`config.mk`:
```
export PLATFORM = sky130hd
export DESIGN_NAME = ula_op_sequencer
export DESIGN_NICKNAME = d
export VERILOG_FILES = /design/src/rtl/ula_op_sequencer.sv
export SDC_FILE = /design/constraint.sdc
export NUM_CORES = 1
export LEC_CHECK = 0
export CELL_PAD_IN_SITES_DETAIL_PLACEMENT = 1
export CELL_PAD_IN_SITES_GLOBAL_PLACEMENT = 1
export CORE_MARGIN = 10
export CORE_UTILIZATION = 47
export CTS_CLUSTER_DIAMETER = 50
export CTS_CLUSTER_SIZE = 8
export DETAILED_ROUTE_END_ITERATION = 8
export DONT_BUFFER_PORTS = 1
export PLACE_DENSITY_LB_ADDON = 0.12
export SETUP_SLACK_MARGIN = 0.2
export SYNTH_ARGS = -nofsm -noshare
export SYNTH_HDL_FRONTEND = slang
export SYNTH_SLANG_ARGS = --single-unit
```
`constraint.sdc`:
```
create_clock -name clk -period 2.7 [get_ports clk]
set_input_delay 0.27 -clock clk [delete_from_list [all_inputs] [get_ports clk]]
set_output_delay 0.27 -clock clk [all_outputs]
set_load 0.02 [all_outputs]
```
`src/rtl/ula_op_sequencer.sv`:
```
// ula_op_sequencer
//   Control FSM for one ALU operation. It drives the clock enables of the
//   operand A, operand B, result and flag register banks. A request loads both
//   operands, then either runs a single-cycle op or launches an iterative
//   multi-cycle unit and waits on it, with a timeout. Finally it writes the
//   result and reports done (pulse) or err (sticky).
//
// Parameters
//   OPW      opcode width; op[OPW-1]=1 selects the multi-cycle path
//   TIMEOUT  maximum number of cycles spent waiting on the multi-cycle unit (>=2)
//
// Ports
//   clk       in   clock, rising edge
//   rst       in   asynchronous reset, active low
//   start     in   request, sampled only while idle
//   op        in   opcode, captured with an accepted start
//   abort     in   synchronous cancel, highest priority in every state
//   mc_done   in   multi-cycle unit finished (level, only looked at while waiting)
//   en_a      out  load operand-A register
//   en_b      out  load operand-B register
//   en_res    out  load result register
//   en_flags  out  load flag register
//   mc_start  out  one-cycle launch pulse to the multi-cycle unit
//   alu_op    out  registered opcode driven to the datapath
//   busy      out  high in every state except idle
//   done      out  one-cycle completion pulse
//   err       out  sticky timeout flag, cleared by the next accepted start
module ula_op_sequencer #(
    parameter int OPW     = 3,
    parameter int TIMEOUT = 16
) (
    input  logic           clk,
    input  logic           rst,
    input  logic           start,
    input  logic [OPW-1:0] op,
    input  logic           abort,
    input  logic           mc_done,
    output logic           en_a,
    output logic           en_b,
    output logic           en_res,
    output logic           en_flags,
    output logic           mc_start,
    output logic [OPW-1:0] alu_op,
    output logic           busy,
    output logic           done,
    output logic           err
);

    localparam int CW = (TIMEOUT > 2) ? $clog2(TIMEOUT) : 1;

    typedef enum logic [2:0] {
        S_IDLE    = 3'd0,
        S_LOAD_A  = 3'd1,
        S_LOAD_B  = 3'd2,
        S_EXEC    = 3'd3,
        S_WAIT_MC = 3'd4,
        S_WRITE   = 3'd5,
        S_DONE    = 3'd6
    } state_t;

    state_t         state_q, state_d;
    logic [OPW-1:0] alu_op_q, alu_op_d;
    logic           err_q, err_d;
    logic [CW-1:0]  cnt_q, cnt_d;

    always_ff @(posedge clk or negedge rst) begin
        if (!rst) begin
            state_q  <= S_IDLE;
            alu_op_q <= '0;
            err_q    <= 1'b0;
            cnt_q    <= '0;
        end else begin
            state_q  <= state_d;
            alu_op_q <= alu_op_d;
            err_q    <= err_d;
            cnt_q    <= cnt_d;
        end
    end

    always_comb begin
        state_d  = state_q;
        alu_op_d = alu_op_q;
        err_d    = err_q;
        cnt_d    = cnt_q;
        case (state_q)
            S_IDLE: begin
                if (start) begin
                    alu_op_d = op;
                    err_d    = 1'b0;
                    state_d  = S_LOAD_A;
                end
            end
            S_LOAD_A: state_d = S_LOAD_B;
            S_LOAD_B: state_d = S_EXEC;
            S_EXEC: begin
                if (alu_op_q[OPW-1]) begin
                    cnt_d   = '0;
                    state_d = S_WAIT_MC;
                end else begin
                    state_d = S_WRITE;
                end
            end
            S_WAIT_MC: begin
                cnt_d = cnt_q + CW'(1);
                // mc_done wins over a timeout landing in the same cycle
                if (mc_done) begin
                    state_d = S_WRITE;
                end else if (cnt_q == CW'(TIMEOUT - 1)) begin
                    err_d   = 1'b1;
                    state_d = S_DONE;
                end
            end
            S_WRITE: state_d = S_DONE;
            S_DONE:  state_d = S_IDLE;
            default: state_d = S_IDLE;
        endcase
        // Cancel discards every side effect of this cycle's transition,
        // so an aborted op can neither capture a new opcode nor raise err.
        if (abort) begin
            state_d  = S_IDLE;
            alu_op_d = alu_op_q;
            err_d    = err_q;
            cnt_d    = cnt_q;
        end
    end

    // Outputs decode registers only; no input reaches an output combinationally.
    assign en_a     = (state_q == S_LOAD_A);
    assign en_b     = (state_q == S_LOAD_B);
    assign en_res   = (state_q == S_WRITE);
    assign en_flags = (state_q == S_WRITE);
    assign mc_start = (state_q == S_EXEC) && alu_op_q[OPW-1];
    assign busy     = (state_q != S_IDLE);
    assign done     = (state_q == S_DONE);
    assign alu_op   = alu_op_q;
    assign err      = err_q;

endmodule
```
# ---- Word level (Yosys, flattened, before mapping)
# Cells that the tools add are included.
dict set report totals {
  ff_bits 11
  latch_bits 0
  memories 0
  ramBits 0
  word_cells 40
  rom_bits 0
}
dict set report op_classes {
  bitwise 1
  addsub 1
  div 0
  multipliers 0
  n_eq_ne 13
  n_reduce_logical 9
  order_cmp 0
  n_mux 12
  shift 0
}
# op count
set op_table {}
lappend op_table {{$pmux W3 S6} 1}
lappend op_table {{$mux W3} 4}
lappend op_table {{$eq A3 B3 Y1 const B} 3}
lappend op_table {{$ne A2 B2 Y1 const B} 4}
lappend op_table {{$pmux W4 S2} 1}
lappend op_table {{$eq A3 B2 Y1 const B} 2}
lappend op_table {{$reduce_and A3 Y1} 2}
lappend op_table {{$reduce_and A5 Y1} 1}
lappend op_table {{$add A4 B1 Y4 const B} 1}
lappend op_table {{$eq A4 B4 Y1 const B} 1}
lappend op_table {{$mux W1} 4}
lappend op_table {{$mux W4} 1}
lappend op_table {{$ne A4 B4 Y1 const B} 1}
lappend op_table {{$reduce_bool A2 Y1} 2}
lappend op_table {{$eq A3 B1 Y1 const B} 1}
lappend op_table {{$logic_not A3 Y1} 1}
lappend op_table {{$ne A3 B3 Y1 const B} 1}
lappend op_table {{$reduce_bool A3 Y1} 1}
lappend op_table {{$pmux W1 S2} 1}
lappend op_table {{$reduce_and A2 Y1} 1}
lappend op_table {{$logic_and A1 B1 Y1} 1}
lappend op_table {{$not A1 Y1} 1}

# ---- Logic depth before layout (Yosys ltp)
dict set report depth {
  ltp_word 5
  depth_mapped 4
}

# ---- Worst setup path after synthesis
# No wires, ideal clock.
dict set report synth_path {
  path_type {reg-to-reg}
  from {register state_q[2]}
  to {register alu_op_q[0], in the netlist alu_op[0]}
  path_slack_ps 1007
  t_arrival_ps 1568
  setup_time_ps 125
  synth_period_minus_slack_ps 1693
  path_stages_with_launch 4
  cell_sequence {dfrtp_1 -> or3_4 -> or3b_4 -> mux2_4}
}
dict set report synth_between {
  elab_chain_len 2
}
# element line_no
set synth_lines {}
lappend synth_lines {{from (decl)} 61} ;# state_t state_q, state_d;
lappend synth_lines {{from (signal assigned)} 73} ;# state_q <= state_d;
lappend synth_lines {{$logic_not A3 Y1} 85} ;# case (state_q)
lappend synth_lines {{$reduce_and A3 Y1 (no line)} --}
lappend synth_lines {{to (signal assigned)} 74} ;# alu_op_q <= alu_op_d;
lappend synth_lines {{to (decl)} 62} ;# logic [OPW-1:0] alu_op_q, alu_op_d;
# No other way between the ends.
# A chain may end at the register's enable or synchronous reset.

# ---- Worst setup path in the final report
dict set report layout_path {
  from {register state_q[2]}
  to {register alu_op_q[2], in the netlist alu_op[2]}
}
# The elaborated chain is that of the path after synthesis.

==> impl_results.md <==
* Outcome: complete, no violations
* Post-CTS Setup Bufs at 0
* Synthesized Nets at 74
* Row cnt at 13
* Power Total at around 0.5 mW
* FF-to-FF Start: state_q[2]
* Worst hold path type: in2reg
* Slew Limit Fails at 0
* Critical path class: reg2reg
* Pre-Repair DR Iteration Count at 4
* IO Port Bufs at 0
* DRT antenna net count at 0
* # diodes at 0
* Tightest Pin Transition at roughly 0.76 ns
* Core ar. at 1301 um^2
* Synthesis-to-layout area growth at 4.981%
* Yosys reg bits at 11
* IO Pins at 19
* XOR/XNOR share of the synthesized area at 0%
* Clock tree root buffer cell: clkbuf_4
* Post-synthesis async set-or-reset flop share at between 90% and 100%
* Vias in the first global route at 507
* Die Y at 57.28 um
* Reg-to-reg setup timing slack at just under 0.8 ns
* Synth Area in Compound Gates at a little over an eighth
* R2r worst-path depth at 3
* Startpoint Class: flop
* GR Overflow Total at 0
* Mux cell area share after synthesis at 8.621%
* Number of enable flip-flop cells after synthesis at 0
* WL per Instance at about 18 um
* Tcrit/Tclk final at 70.72%
* Clock sinks at 11
* Synthesized area at around 650 um^2
* Ys flop type: dfrtp_1
* DRT iter0 DRCs at 19
* Slew HR at about 50%
* Setup violations, final at 0
* Largest net degree at the start of global routing at 17
* Routability Congestion at 0.7102
* Starting density of the core at 50.19%
* Layout cells sized above 1 at between 10% and 20%
* Worst VDD drop at approximately 400 uV
* Reg2reg end: alu_op[2]
* Worst hold path startpoint: abort
* Total power divided by cell area at 739.2 nW/um^2
* TritonCTS buffer count at 3
* Via Count at 491
* Fmax achieved at approximately 0.52 GHz
* Syn avg cell area at roughly 10 um^2
* Vias per inst at slightly above 6
* Clk_lat worst skew at approximately 0.26 ns
* H-tree depth at 1
* Fin. Hold Viols at 0
* Unique masters post-synth at 30
* Bufs on Longest Clock Path at 2
* Cell depth of the worst hold path at 1
* WL final at approximately 1.5 mm
* Synth warn at 0
* Adder-cell area share of the yosys netlist at 1.916%
* Area share of the largest cell type after synthesis at between 40% and 50%
* Initial antenna violation count at 0
* CTS tree: built
* Cell taking the most area after synthesis: dfrtp_1
* Worst EP arrival at 2.06 ns
* Min cycle time layout at ~1.9 ns
* Post-route design area at between 600 and 700 um^2
* Hold worst-path end: state_q[2]
* Clock-pin slew on the worst setup and hold paths at around 0.07 ns
* Final #Nets at 75
* Synth Area in Simple Gates at between 20% and 30%
* CP required at roughly 2.9 ns
* Register cell area after layout at between 200 and 300 um^2
* RSZ-0062 raised after global routing: false
* LEAKAGE at just under 0.3 nW
* Largest family of logic cells by synthesized area: simple AND/OR/NAND/NOR gates
* Sequential fraction of the synthesis area at roughly 42%
* Area of the multi-input gates at between 300 and 400 um^2
* Top-count cell post-synth: dfrtp_1
* GRT Overall Usage at a little under a tenth
* Placed standard-cell area at 649.4 um^2
* Syn Inst Count at between 60 and 70
* First-pass GRT wire length at between 2 and 2.5 mm
* Critical-path maximum fanout at 16
* Dpl hpwl at 1.091 mm
* Die area at 3280 um^2
* Max-cap violations at 0
* Die width at around 57 um
* CP endpoint kind: flop
* Synth area leaders: dfrtp_1 (42%), mux2_4 (6.9%), nor3b_1 (4.6%)
* Setup TNS at 0 ns
* Post-synth top cells: dfrtp_1 (11), a21oi_1 (5), clkbuf_1 (4), nor2_1 (4), nor3b_1 (4)
* Skew final at approximately 0.0073 ns
* Layout fillers at roughly 150
* DRC violations left at 0
-- cell usage in the layout (no fill, tap or decap), types with 2 or more instances in the layout --
master / synthesis / layout
clkbuf_4: 0 / 3
or3_1: 2 / 2
mux2_4: 3 / 3
dfrtp_1: 11 / 11
inv_1: 3 / 3
a21o_1: 2 / 2
nand3_1: 3 / 3
nor2_1: 4 / 4
nand2_1: 3 / 3
nand2b_1: 2 / 2
nor3b_1: 4 / 4
nand4b_1: 2 / 2
a21oi_1: 5 / 5
-- how the worst max path moves through the flow --
stage / from / endpoint / slack (ns)
6_report: state_q[2] / alu_op[2] / 0.79
5_1_grt: state_q[1] / done / 0.75
4_1_cts: state_q[2] / alu_op[2] / 0.81
3_5_place_dp: state_q[2] / alu_op[0] / 0.81
3_3_place_gp: state_q[2] / alu_op[2] / 0.84
2_1_floorplan: state_q[2] / alu_op[0] / 1.01
-- what timing repair did --
action | CTS | global route
hold buffers | 1 | 0
hold endpoints to repair | 11 | 0
gates resized for setup | 0 | 0
-- registers in the layout, indices dropped and copies added, names as in the netlist --
signal / count
state_q: 3
cnt_q: 4
err: 1
alu_op: 3
-- power by group --
group          internal [mW]  leakage (nW)  switching (mW)
sequential             0.206         0.134          0.0743
combinational         0.0675         0.146          0.0491
clock                 0.0570        0.0150          0.0534
total                  0.330         0.295           0.177
-- worst max-delay path, stage by stage, from the launching register on --
cell	delay (ns)
dfrtp_1	0.53
or3_4	0.50
or3b_4	0.45
mux2_4	0.31
-- layout make-up --
cell class,count,share of cell area (%)
flip-flops and latches,11,40.15
repair buffers,1,1.460
multi-input cells,46,50.18
well taps,15,2.737
clock buffers,4,3.832
inverters,3,1.642
-- stage by stage --
step	setup WS, ns	hold slack [ns]	utilization [%]	cells
2_1_floorplan	1.007	-0.02559	-	65
3_3_place_gp	0.8354	-0.02523	49.90	75
3_5_place_dp	0.8076	-0.02520	49.90	75
4_1_cts	0.8102	0.05976	52.69	80
5_1_grt	0.7497	0.04872	52.69	80
6_report	0.7906	0.06029	52.69	80
-- per-layer routing --
metal | vias to the layer above | routed length (um) | global-route usage, %
met3 | 0 | 125 | 4.425
met5 | - | 0 | 0
li1 | 234 | - | -
met4 | 0 | 0 | 3.020
met1 | 238 | 700 | 11.93
met2 | 19 | 640 | 12.71
-- kinds of logic after synthesis --
family,Yosys count
buffers and inverters,8
AO/OA/AOI/OAI,13
AND/OR/NAND/NOR,28
multiplexers,4
adder cells (fa/ha/maj),1
flip-flops,11
No activity file was read; power rests on OpenSTA's default activity.
